## src/rtl/hazard_pkg.sv

```systemverilog
// Shared constants and types for the hazard unit and its multiply/divide scoreboard.
package hazard_pkg;

  localparam int FWD_REGFILE    = 0;
  localparam int FWD_STAGE_BASE = 1;

  typedef enum logic [1:0] {
    IDLE = 2'd0,
    BUSY = 2'd1,
    DONE = 2'd2
  } muldiv_state_t;

endpackage

```

## src/rtl/muldiv_scoreboard.sv

```systemverilog
// Tracks the in-flight multi-cycle mult/div so HI/LO consumers can be held in decode.
//
// state | meaning
// IDLE  | no mult/div in flight
// BUSY  | counting down, HI/LO not yet valid
// DONE  | HI/LO valid this cycle, one-cycle done pulse
module muldiv_scoreboard
  import hazard_pkg::*;
#(
  parameter int MULDIV_LATENCY = 32
) (
  input  logic clk,
  input  logic reset,
  input  logic start_i,
  output logic busy_o,
  output logic done_o
);

  localparam int CNT_W = ($clog2(MULDIV_LATENCY) > 6) ? $clog2(MULDIV_LATENCY) : 6;
  localparam logic [CNT_W-1:0] RELOAD = CNT_W'(MULDIV_LATENCY - 1);

  muldiv_state_t    state_q, state_d;
  logic [CNT_W-1:0] cnt_q, cnt_d;

  always_ff @(posedge clk or posedge reset) begin
    if (reset) begin
      state_q <= IDLE;
      cnt_q   <= '0;
    end else begin
      state_q <= state_d;
      cnt_q   <= cnt_d;
    end
  end

  // A start in any state reloads; decode stalls normally keep it out of BUSY.
  always_comb begin
    state_d = state_q;
    cnt_d   = cnt_q;
    if (start_i) begin
      state_d = BUSY;
      cnt_d   = RELOAD;
    end else begin
      unique case (state_q)
        IDLE: cnt_d = '0;
        BUSY: begin
          if (cnt_q == CNT_W'(1)) begin
            state_d = DONE;
            cnt_d   = '0;
          end else begin
            cnt_d = cnt_q - CNT_W'(1);
          end
        end
        DONE: begin
          state_d = IDLE;
          cnt_d   = '0;
        end
        default: begin
          state_d = IDLE;
          cnt_d   = '0;
        end
      endcase
    end
  end

  always_comb begin
    busy_o = (state_q == BUSY);
    done_o = (state_q == DONE);
  end

endmodule

```

## src/rtl/hazard_unit_param.sv

```systemverilog
// Pipeline hazard unit: priority forwarding from N post-execute stages, load/branch
// stalls and a multiply/divide scoreboard stall for HI/LO consumers.
module hazard_unit_param
  import hazard_pkg::*;
#(
  parameter int REG_ADDR_W     = 5,
  parameter int NUM_FWD_STAGES = 2,
  parameter int MULDIV_LATENCY = 32,
  localparam int FWD_SEL_W     = $clog2(NUM_FWD_STAGES + 1)
) (
  input  logic                               clk,
  input  logic                               reset,
  input  logic                               branch_decode,
  input  logic                               muldiv_decode,
  input  logic [REG_ADDR_W-1:0]              rs_decode,
  input  logic [REG_ADDR_W-1:0]              rt_decode,
  input  logic [REG_ADDR_W-1:0]              rs_execute,
  input  logic [REG_ADDR_W-1:0]              rt_execute,
  input  logic [REG_ADDR_W-1:0]              write_register_execute,
  input  logic                               register_write_execute,
  input  logic                               memory_to_register_execute,
  input  logic                               muldiv_start_execute,
  input  logic [NUM_FWD_STAGES*REG_ADDR_W-1:0] write_register_stage,
  input  logic [NUM_FWD_STAGES-1:0]          register_write_stage,
  input  logic [NUM_FWD_STAGES-1:0]          memory_to_register_stage,
  input  logic                               jump_memory,
  output logic                               stall_fetch,
  output logic                               stall_decode,
  output logic                               flush_execute,
  output logic                               forward_a_decode,
  output logic                               forward_b_decode,
  output logic [FWD_SEL_W-1:0]               forward_a_execute,
  output logic [FWD_SEL_W-1:0]               forward_b_execute,
  output logic                               muldiv_busy,
  output logic                               muldiv_done
);

  logic [REG_ADDR_W-1:0] wr_stage [NUM_FWD_STAGES];
  logic load_stall, branch_stall, muldiv_stall, any_stall;
  logic ex_hits_decode, mem_hits_decode;
  logic unused_mem_to_reg_upper;

  // Only the memory stage's load flag matters; older stages have their data.
  assign unused_mem_to_reg_upper = ^memory_to_register_stage[NUM_FWD_STAGES-1:1];

  always_comb begin
    for (int i = 0; i < NUM_FWD_STAGES; i++) begin
      wr_stage[i] = write_register_stage[i*REG_ADDR_W +: REG_ADDR_W];
    end
  end

  // Walk oldest to youngest so the lowest-index (youngest) match is written last.
  always_comb begin
    forward_a_execute = FWD_SEL_W'(FWD_REGFILE);
    forward_b_execute = FWD_SEL_W'(FWD_REGFILE);
    for (int i = NUM_FWD_STAGES - 1; i >= 0; i--) begin
      if (register_write_stage[i] && (rs_execute != '0) && (wr_stage[i] == rs_execute))
        forward_a_execute = FWD_SEL_W'(FWD_STAGE_BASE + i);
      if (register_write_stage[i] && (rt_execute != '0) && (wr_stage[i] == rt_execute))
        forward_b_execute = FWD_SEL_W'(FWD_STAGE_BASE + i);
    end
  end

  always_comb begin
    forward_a_decode = register_write_stage[0] && !memory_to_register_stage[0] &&
                       (rs_decode != '0) && (wr_stage[0] == rs_decode);
    forward_b_decode = register_write_stage[0] && !memory_to_register_stage[0] &&
                       (rt_decode != '0) && (wr_stage[0] == rt_decode);
  end

  always_comb begin
    ex_hits_decode  = (write_register_execute != '0) &&
                      ((write_register_execute == rs_decode) ||
                       (write_register_execute == rt_decode));
    mem_hits_decode = (wr_stage[0] != '0) &&
                      ((wr_stage[0] == rs_decode) || (wr_stage[0] == rt_decode));
    load_stall      = memory_to_register_execute && register_write_execute && ex_hits_decode;
    branch_stall    = branch_decode &&
                      ((register_write_execute && ex_hits_decode) ||
                       (memory_to_register_stage[0] && mem_hits_decode));
    muldiv_stall    = muldiv_decode && (muldiv_busy || muldiv_start_execute);
    any_stall       = load_stall || branch_stall || muldiv_stall;
    stall_fetch     = any_stall;
    stall_decode    = any_stall;
    flush_execute   = any_stall || jump_memory;
  end

  muldiv_scoreboard #(
    .MULDIV_LATENCY(MULDIV_LATENCY)
  ) u_muldiv_scoreboard (
    .clk    (clk),
    .reset  (reset),
    .start_i(muldiv_start_execute),
    .busy_o (muldiv_busy),
    .done_o (muldiv_done)
  );

endmodule

```

## config.mk

```make
export PLATFORM = sky130hd
export DESIGN_NAME = hazard_unit_param
export DESIGN_NICKNAME = d
export VERILOG_FILES = /design/src/rtl/hazard_pkg.sv /design/src/rtl/muldiv_scoreboard.sv /design/src/rtl/hazard_unit_param.sv
export SDC_FILE = /design/constraint.sdc
export NUM_CORES = 1
export LEC_CHECK = 0
export ABC_AREA = 0
export CAP_MARGIN = 20
export CELL_PAD_IN_SITES_DETAIL_PLACEMENT = 1
export CELL_PAD_IN_SITES_GLOBAL_PLACEMENT = 1
export CORE_MARGIN = 2
export CORE_UTILIZATION = 27
export CTS_CLUSTER_SIZE = 10
export DETAILED_ROUTE_END_ITERATION = 7
export GPL_TIMING_DRIVEN = 0
export HOLD_SLACK_MARGIN = 0.1
export PLACE_DENSITY = 0.86
export RECOVER_POWER = 100
export SYNTH_ARGS = -nofsm -noshare
export SYNTH_HDL_FRONTEND = slang
export SYNTH_SLANG_ARGS = --single-unit
export TNS_END_PERCENT = 100
```

## constraint.sdc

```tcl
create_clock -name clk -period 2.4 [get_ports clk]
set_clock_uncertainty 0.1 [all_clocks]
set_input_delay 0.36 -clock clk [delete_from_list [all_inputs] [get_ports clk]]
set_output_delay 0.36 -clock clk [all_outputs]
set_load 0.005 [all_outputs]
```

* Word level (Yosys, flattened, before mapping)
Index checks and enable logic that the tools add are counted.
** Word-level totals
- Bits in registers :: 8
- Output and inout port bits :: 11
** Operators by class
- Add/sub/neg operators :: 1
- Eq/ne operators :: 13
- Muxes and demuxes :: 10
- Reductions and logical operators :: 37
** Operators with widths (number)
- == test 5 bit :: 8
- nonzero test 5 bit :: 6
- logical AND 1 bit :: 21
- 2-to-1 mux 6 bit :: 3
- 2-to-1 mux 2 bit :: 6
- logical OR 1 bit :: 7
- == test 6 x 1 -> 1 bit (second input constant) :: 1
- subtractor 6 x 1 -> 6 bit (second input constant) :: 1
- one-hot mux 2 bit (2 select lines) :: 1
- != test 3 x 2 -> 1 bit (second input constant) :: 1
- == test 2 x 1 -> 1 bit (second input constant) :: 1
- == test 2 bit (second input constant) :: 1
- logical NOT 2 bit :: 1
- != test 2 bit (second input constant) :: 1
- AND reduction 2 bit :: 1
- logical NOT 1 bit :: 1

* Longest topological paths before layout
- Word-level depth :: 9
- Gate-level depth with buffers :: 7
- Mapped depth without buffers :: 6

* By module
A second synthesis with hierarchy kept.
** Unflattened totals
- Cells, all modules :: 122
- Area total of the unflattened synthesis :: 1069.8 um2
** By module, submodules not included
- hazard_unit_param :: times used 1, cells each 85, area an instance 651.9 um2, seq. area each 0.0 um2
- muldiv_scoreboard :: times used 1, cells each 37, area an instance 417.9 um2, seq. area each 200.2 um2

* Least setup slack after synthesis
No wires, ideal clock.
- Kind :: input port to output port
- Start point :: in write_register_stage[2]
- End point :: out stall_fetch
- Arrival :: 1.518 ns
- Required time :: 1.940 ns
- Path slack :: 0.422 ns
- Stages :: 6
- Path buffers :: 2
- Cell sequence :: buf_2 > or4_1 > o211ai_1 > a21o_1 > nand3_1 > buf_4
** Between the ends
- Word-level cells in the longest chain between the ends :: 8
** Ends and longest elaborated chain
- start: declaration :: line hazard_unit_param.sv:23 : input logic [NUM_FWD_STAGES*REG_ADDR_W-1:0] write_register_stage,
- == test 5 bit :: line hazard_unit_param.sv:76 : ((wr_stage[0] == rs_decode) || (wr_stage[0] == rt_decode));
- logical OR 1 bit :: line hazard_unit_param.sv:76
- logical AND 1 bit * :: line hazard_unit_param.sv:75 : mem_hits_decode = (wr_stage[0] != '0) &&
- logical AND 1 bit * :: line hazard_unit_param.sv:80 : (memory_to_register_stage[0] && mem_hits_decode));
- logical OR 1 bit * :: line hazard_unit_param.sv:79 : ((register_write_execute && ex_hits_decode) ||
- logical AND 1 bit * :: line hazard_unit_param.sv:78 : branch_stall = branch_decode &&
- logical OR 1 bit * (2 in series) :: line hazard_unit_param.sv:82 : any_stall = load_stall || branch_stall || muldiv_stall;
- end: declaration :: line hazard_unit_param.sv:27 : output logic stall_fetch,
Every way passes the cells marked *; elsewhere a longest branch is shown, timed or not.

* Worst setup path after layout
- Start point :: in rs_execute[1]
- End point :: out forward_a_execute[1]
** Between the ends
- Word-level cells in the longest chain between the ends :: 5
** Ends and longest elaborated chain
- start: declaration :: line hazard_unit_param.sv:17 : input logic [REG_ADDR_W-1:0] rs_execute,
- nonzero test 5 bit :: line hazard_unit_param.sv:57 : if (register_write_stage[i] && (rs_execute != '0) && (wr_stage[i] == rs_execute))
- logical AND 1 bit (2 in series) :: line hazard_unit_param.sv:57
- 2-to-1 mux 2 bit :: line hazard_unit_param.sv:57
- 2-to-1 mux 2 bit * :: line hazard_unit_param.sv:57
- end: declaration :: line hazard_unit_param.sv:32 : output logic [FWD_SEL_W-1:0] forward_a_execute,
Marks and branches as above.

==> results.md <==
- Largest net degree at the start of global routing: 10
- Post-synth top area cell: xnor2_1
- CTS tree: yes
- Multi-input gate area: 794.5 um^2
- # rows: 22
- Simple-gate area share of the yosys netlist: 30.36%
- Initial Utilization: 28.15%
- Critical-path cell list: dlygate4sd2_1 > or4_4 > nor2_4 > nor4_2 > buf_4 > nor4_2 > buf_2
- Num ports: 58
- Post-Place Cells: 223
- Die Y: 66.02 um
- Min Clock Period, post-route: 2363 ps
- Total GRT Usage: 16.20%
- Distinct cells, synth: 29
- Number of remaining DRC errors: 0
- TritonCTS Sinks: 8
- Relative slew slack: 76.36%
- Clk_lat worst skew: 220 ps
- Compound-Gate Fraction of Synth Area: 5.301%
- Area occupied by registers: 200.2 um^2
- Setup crit start kind: input port
- Cell count after synthesis: 125
- CP max FO: 3
- Drt pass-1 iters: 4
- Syn nets: 174
- Critical path type: input port to primary output
- Cell Pwr Density: 303.9 mW/mm^2
- Slowest stage delay, CP: 560 ps
- Drt total wl: 3187 um
- Via density: 4.632
- H-tree levels: 1
- Status: finished, final reports clean
- Most frequent cells in the layout: xnor2_1 (27), dlygate4sd2_1 (27), xor2_1 (17)
- XOR/XNOR share of the synthesized area: 37.11%
- Layout fillers: 469
- Iter 0 DRT Violations: 14
- Area Overhead vs Synth: 56.02%
- Final hold violations: 0
- First-pass GRT wire length: 5451 um
- Max Cap Viol: 0
- Synthesized cell area: 0.001038 mm^2
- Post-Synth Adder-Cell Area: 2.410%
- Fmax: 423.3 MHz
- Top post-synthesis cells by area: xnor2_1 (23%), dfrtp_1 (19%), xor2_1 (14%)
- Sequential area share after synthesis: 19.28%
- DR WL/cell: 13.98 um
- Yosys top cell area share: 22.77%
- Hold Slack: 421.2 ps
- VDD IR max: 0.1198 mV
- Critical path's slowest cell: or4_4
- Final ANT Viol Nets: 0
- Leakage power: 0.6098 nW
- Vias in the first global route: 1261
- Nets: 230
- Largest family of logic cells by synthesized area: XOR/XNOR gates
- RSZ-0062 raised after global routing: yes
- Total gr overflow: 0
- Syn avg cell area: 8.308 um^2
- Placed cell area: 0.001599 mm^2
- YS warnings: 0
- Post-synthesis mux area share: 0%
- Critical path's most frequent cell: nor4_2
- #FFs+latches synth: 8
- Die area: 0.004359 mm^2
- Via count: 1056
- Root Buffer: clkbuf_8
- CP endpoint kind: primary output
- Class of the worst hold path: input port to asynchronous set/reset pin
- Hold_buf cts: 0
- Final setup violating endpoints: 0
- Fin area: 0.001620 mm^2
- Num CTS Buffers: 3
- Final core utilization: 43.93%
- Clk buf depth: 2
- Non-filler cells, final: 228
- Max Slew Vio Count: 0
- WP data required: 1940 ps
- Final Cycle Share: 98.44%
- Initial antenna violation count: 1
- TNS Setup: 0 ps
- Clock-pin transition on the worst setup and hold timing paths: 40 ps
- Routability Congestion: 0.7567
- Port Buffer Count: 50
- Proportion of layout cells with a drive suffix above 1: 10.06%
- Worst Max-Slew Pin Slew: 354.5 ps
- HPWL after DPL: 2872 um
- Die width: 66.02 um
- Core Area: 0.003689 mm^2
- Worst EP arrival: 1900 ps
routing by layer:
layer	GRT usage (%)	share of wire, %	vias up
met5	0	0	-
met1	17.93	39	492
met3	1.533	3.0	4
li1	-	-	534
met2	31.69	56	26
met4	5.612	1.7	0
registers in the layout, indices dropped and copies added (netlist names):
name,flops
u_muldiv_scoreboard.cnt_q,6
u_muldiv_scoreboard.state_q,2
final timing paths:
kind / startpoint / cells after the start / slack (ps) / endpoint
hold / removal: reset / 2 / 420 / u_muldiv_scoreboard.cnt_q[3]
setup / recovery: rs_execute[1] / 7 / 40 / forward_a_execute[1]
setup reg to reg: u_muldiv_scoreboard.cnt_q[2] / 5 / 780 / u_muldiv_scoreboard.cnt_q[0]
min in group clk: muldiv_start_execute / 3 / 430 / u_muldiv_scoreboard.cnt_q[4]
hold reg to reg: u_muldiv_scoreboard.cnt_q[4] / 3 / 510 / u_muldiv_scoreboard.cnt_q[4]
max in group asynchronous: reset / 2 / 1560 / u_muldiv_scoreboard.state_q[0]
where the power goes:
| part | switching, mW | leakage, nW | internal [mW] |
|---|---|---|---|
| clock | 0.0457 | 0.0216 | 0.108 |
| combinational | 0.0906 | 0.504 | 0.105 |
| sequential | 0.00374 | 0.0841 | 0.140 |
| total | 0.140 | 0.610 | 0.352 |
cell type report:
class / count / area share (%)
flip-flops and latches: 8 / 12.36
inverters: 5 / 1.158
plain buffers: 7 / 2.471
multi-input cells: 105 / 49.03
diodes: 1 / 0.1544
repair buffers: 51 / 28.57
well taps: 48 / 3.707
clock buffers: 3 / 2.548
through the flow:
step	setup slack, ps	power (mW)
3_3_place_gp	-451.0	0.3507
3_5_place_dp	-469.0	0.3571
2_1_floorplan	421.5	0.2429
6_report	37.39	0.4925
4_1_cts	7.831	0.4996
5_1_grt	-10.41	0.5273
worst max-delay path, delay by kind of cell:
kind / cells / cell delay, ps
and+or+nand+nor: 4 / 970
buffers and inverters: 3 / 570
cells in the mapped netlist:
library cell,count
nand4_1,4
o21bai_1,1
a21o_1,1
inv_1,5
clkbuf_1,4
nand2_1,3
xnor2_1,27
buf_6,1
nand4b_1,1
nor4_2,4
or4_1,3
nor2_4,2
o21a_1,1
dfrtp_1,8
nand3_1,6
o211ai_1,1
buf_2,1
o21ai_0,3
buf_4,1
nor2b_1,1
nor4b_1,1
nand3b_1,1
nand2b_1,2
a21oi_1,2
nor2_1,10
ha_1,2
xor2_1,17
or4_4,2
nor3_1,10
cells by family after synthesis:
| kind of cell | count (synthesis) |
|---|---|
| DFF | 8 |
| and+or+nand+nor | 50 |
| xor gates and xnor gates | 44 |
| buffers and inverters | 12 |
| adders and majority gates | 2 |
| AOI/OAI and AO/OA | 9 |
repair_timing:
action | in CTS | in global routing
pin swaps | 5 | 5
setup endpoints to repair | 9 | 6
gates resized for setup | 35 | 6
buffers inserted | 1 | 0
No activity file was read; power rests on OpenSTA's default activity.
==> variant 1 (same settings) <==
`MULDIV_LATENCY` is set to 32 in 2 places; all go to 64.
--- a/src/rtl/muldiv_scoreboard.sv
+++ b/src/rtl/muldiv_scoreboard.sv
@@ -9,3 +9,3 @@
 #(
-  parameter int MULDIV_LATENCY = 32
+  parameter int MULDIV_LATENCY = 64
 ) (
--- a/src/rtl/hazard_unit_param.sv
+++ b/src/rtl/hazard_unit_param.sv
@@ -7,3 +7,3 @@
   parameter int NUM_FWD_STAGES = 2,
-  parameter int MULDIV_LATENCY = 32,
+  parameter int MULDIV_LATENCY = 64,
   localparam int FWD_SEL_W     = $clog2(NUM_FWD_STAGES + 1)
Behaviour: same outputs for any inputs over 10 cycles, from zero or initial values and one cycle with reset high; that may be too few to reach the edited logic, so the function may still have changed.
==> variant 1 against the unedited design <==
Power is 2.9% higher. Global-route usage is 0.29 points higher. Synthesized area is 0.72% lower. Worst setup slack better by 55 ps. Sequential cell count stayed put. Non-clock buffer count stayed put. Synthesized cell count is 4.0% lower. Sequential share of layout area hardly changed. Routed wire length is 7.5% higher. Combinational power is 3% higher. Cell area is 0.15% higher. Largest cell class unchanged. Highest routed layer unchanged.
==> variant 1: results (changes against the unedited design) <==
Status
  – Status: finished clean (unchanged)

Logic synthesis
  – List of most frequent post-synthesis cells: 22 x xnor2_1, 22 x xor2_1, 9 x nor3_1 (was 27 x xnor2_1, 17 x xor2_1, 10 x nor2_1, 10 x nor3_1, 8 x dfrtp_1)
  – Synth Area in Adders: 0.0243 (was 0.0241)
  – Top cells by area, synth: dfrtp_1 19%, xnor2_1 19%, xor2_1 19% (was xnor2_1 23%, dfrtp_1 19%, xor2_1 14%)
  – Sequential area share after synthesis: 0.194 (was 0.193)
  – Mean Syn Cell Area: 8.59 um^2 (was 8.31 um^2)
  – Compound-Gate Fraction of Synth Area: 0.0862 (was 0.0530)

Worst setup path
  – R2R depth: 4 (was 5)
  – Worst setup path startpoint: write_register_execute[2] (was rs_execute[1])
  – R2r endpoint: u_muldiv_scoreboard.cnt_q[2]$_DFF_PP0_ (was u_muldiv_scoreboard.cnt_q[0]$_DFF_PP0_)
  – Arr. time, crit path: 1850 ps (was 1900 ps)
  – Reg2reg setup slack: 1010 ps (was 780 ps)

Pwr
  – Combinational share of power: 0.394 (was 0.396)
  – Net Sw Frac: 0.301 (was 0.284)
  – Reg power frac: 0.284 (was 0.292)
  – Peak VDD IR: 0.224 mV (was 0.120 mV)

Placed design
  – HPWL Detailed: 2940 um (was 2870 um)
  – Placer Congestion: 0.719 (was 0.757)
  – IO Port Bufs: 51 (was 50)
  – Placed instance area: 1600 um^2 (about the same)

STA
  – Hold_ws: 413 ps (was 421 ps)
  – Worst Tran Pin Value: 389 ps (was 355 ps)

GRT
  – Initial antenna violation count: 0 (was 1)
  – Global-route wire length before repair: 5490 um (was 5450 um)
  – Vias in the first global route: 1,196 (was 1,261)

Final layout
  – Diode count: 0 (was 1)
  – # nets final: 226 (was 230)
  – Final cell count without fillers: 223 (was 228)
  – Share of cells above drive strength 1: 0.126 (was 0.101)
  – FILL cells: 458 (was 469)

Detailed routing
  – First-pass iteration count of the detailed router: 3 (was 4)
  – DR WL/cell: 15.4 um (was 14.0 um)
  – Via count: 1,045 (was 1,056)
variant 1: cell types whose count changed in the layout (fill, tap and decap cells not counted), sizes merged, moves of 3 or more:
cell,delta
xnor2,-5
nand3,-3
dlygate4sd2,-4
o21bai,+5
clkdlybuf4s25,-3
xor2,+5
nor2,-5
variant 1: worst max-delay path by stage:
| stage | slack (ps) | endpoint |
|---|---|---|
| 3_5_place_dp | -530 | stall_fetch |
| 2_1_floorplan | 460 | stall_fetch |
| 4_1_cts | -8 | stall_fetch |
| 3_3_place_gp | -530 | stall_fetch |
| 5_1_grt | -10 | stall_fetch |
| 6_report | 90 | stall_fetch |
variant 1: per-layer routing:
| layer | GRT usage | routed length [um] | part of all wire | up-vias |
|---|---|---|---|---|
| met5 | 0 | 0 | 0 | - |
| met4 | 0.0469 | 33 | 0.0096 | 0 |
| li1 | - | - | - | 525 |
| met1 | 0.191 | 1380 | 0.40 | 485 |
| met3 | 0.0239 | 190 | 0.055 | 3 |
| met2 | 0.311 | 1830 | 0.53 | 32 |
variant 1: repair_timing:
action                     4_1_cts  5_1_grt
gates resized for setup         38       11
setup endpoints to repair        9        6
gates cloned                     0        0
setup buffers                    0        1
hold endpoints to repair         0        0
pin swaps                        8        7
variant 1: cell type report:
class | count | area [um^2] | area share
sequential | 8 | 200 | 0.123
clock buffer | 3 | 41.3 | 0.0254
tap | 48 | 60.1 | 0.0370
inverter | 4 | 15.0 | 0.00925
buffer | 6 | 28.8 | 0.0177
multi-input combinational | 102 | 812 | 0.500
timing repair buffer | 52 | 465 | 0.287
variant 1: metrics by stage:
step | setup slack (ps) | total power [uW]
after floorplan | 461 | 241
after global placement | -530 | 352
after detailed placement | -534 | 360
after CTS | -8.00 | 515
after global routing | -14.8 | 537
final | 92.7 | 507
==> variant 2 (same settings) <==
Without the edit above. Register the input `muldiv_start_execute` before use, without a reset. The logic sees it one clock later. The other inputs are not delayed to match.
--- a/src/rtl/hazard_unit_param.sv
+++ b/src/rtl/hazard_unit_param.sv
@@ -36,2 +36,8 @@
 );
+
+  logic muldiv_start_execute_q;
+
+  always_ff @(posedge clk) begin
+    muldiv_start_execute_q <= muldiv_start_execute;
+  end
 
@@ -80,3 +86,3 @@
                        (memory_to_register_stage[0] && mem_hits_decode));
-    muldiv_stall    = muldiv_decode && (muldiv_busy || muldiv_start_execute);
+    muldiv_stall    = muldiv_decode && (muldiv_busy || muldiv_start_execute_q);
     any_stall       = load_stall || branch_stall || muldiv_stall;
@@ -92,3 +98,3 @@
     .reset  (reset),
-    .start_i(muldiv_start_execute),
+    .start_i(muldiv_start_execute_q),
     .busy_o (muldiv_busy),
Function: changed (Yosys sat finds a counterexample within 4 cycles, from zero or initial values and one cycle with reset high).
==> variant 2 against the unedited design <==
Worst hold slack improved by 25 ps. Critical path depth fell by 1. Sequential power increased by 12%. Routed wire length rose by 4.8%. Sequential cell count increased by 1. Combinational power rose by 2%. Synthesized area increased by 1.9%. Cell area rose by 3.0%. Power is 8.8% higher. Worst setup slack gained 24 ps. Highest routed layer unchanged.
==> variant 2: results (changes against the unedited design) <==
Status
  – Status: finished clean (unchanged)

Placed design
  – HPWL Detailed: 2990 um (was 2870 um)
  – Pre-CTS WS: -461 ps (was -469 ps)
  – Placer Congestion: 0.804 (was 0.757)
  – Placed instance area: 1630 um^2 (was 1600 um^2)

Logic synthesis
  – Synth Flop Type: dfrtp_1 (unchanged)
  – Ys Warns: 0 (unchanged)
  – Synth Net Count: 175 (was 174)
  – Async SR Flop Fraction: 0.889 (was 1.00)
  – Post-synthesis cell count: 126 (was 125)
  – Top cells by area, synth: xnor2_1 22%, dfrtp_1 19%, xor2_1 14% (was xnor2_1 23%, dfrtp_1 19%, xor2_1 14%)

Final layout
  – Clock buf/inv share: 0.0270 (was 0.0255)
  – Signal buffers share of area: 0.321 (was 0.310)
  – Multi-input gate area: 790 um^2 (was 795 um^2)
  – Multi-input logic portion of the cell area: 0.473 (was 0.490)
  – Reg area: 220 um^2 (was 200 um^2)
  – Share of cells above drive strength 1: 0.0978 (was 0.101)
  – Number of non-clock inverters: 5 (unchanged)
  – Diode count: 0 (was 1)
  – Final cell count without fillers: 232 (was 228)
  – Clock buffers: 4 (was 3)
  – FILL cells: 464 (was 469)
  – Non-clock buffer count: 61 (was 58)

Worst setup path
  – Worst setup path startpoint: rt_execute[1] (was rs_execute[1])
  – Arr. time, crit path: 1880 ps (was 1900 ps)
  – Critical Path End: forward_b_execute[1] (was forward_a_execute[1])

Detailed routing
  – Via count: 1,077 (was 1,056)
  – Initial DRC count: 27 (was 14)
  – DR WL/cell: 14.4 um (was 14.0 um)

Pwr
  – Peak VDD IR: 0.117 mV (was 0.120 mV)
  – Lkg Pwr: 0.000646 uW (was 0.000610 uW)
  – Reg power frac: 0.300 (was 0.292)
  – Seq. pwr: 161 uW (was 144 uW)
  – Cell internal pwr: 380 uW (was 352 uW)

STA
  – Hold_ws: 446 ps (was 421 ps)
  – Worst Tran Pin Value: 354 ps (was 355 ps)
  – Final min period: 2340 ps (was 2360 ps)

Clock tree
  – Clock-pin slew on the worst setup and hold paths: 40 ps (about the same)
  – CTS Buf Count: 3 (unchanged)

GRT
  – Global-route wire length before repair: 5540 um (was 5450 um)
  – Vias in the first global route: 1,196 (was 1,261)
  – GR Util All Layers: 0.164 (was 0.162)
  – Initial antenna violation count: 0 (was 1)
==> variant 2: kinds of logic after synthesis <==
logic type | count (synthesis) | synth area share
xor+xnor | 44 | 0.364
simple gates | 50 | 0.298
compound gates | 9 | 0.0520
fa+ha+maj | 2 | 0.0236
flops | 9 | 0.208
buf+inv | 12 | 0.0544
==> variant 2: per-layer routing <==
| metal | up-vias | GRT usage | share of wire | wire length, um |
|---|---|---|---|---|
| met4 | 0 | 0.0459 | 0.0081 | 27 |
| li1 | 546 | - | - | - |
| met2 | 23 | 0.305 | 0.55 | 1830 |
| met5 | - | 0 | 0 | 0 |
| met3 | 3 | 0.0203 | 0.026 | 87 |
| met1 | 505 | 0.195 | 0.42 | 1400 |
==> variant 2: critical path, cell delays in order <==
cell and delay (ps):
dlygate4sd2_1 270, or4_4 550, nor2_4 130, nor4_4 70, nor4_2 240, clkdlybuf4s15_1 250
==> variant 2: repair_timing <==
item	in CTS	in global routing
resized for setup	40	0
endpoints found under the hold margin	0	0
endpoints found under the setup margin	9	0
setup buffers	3	0
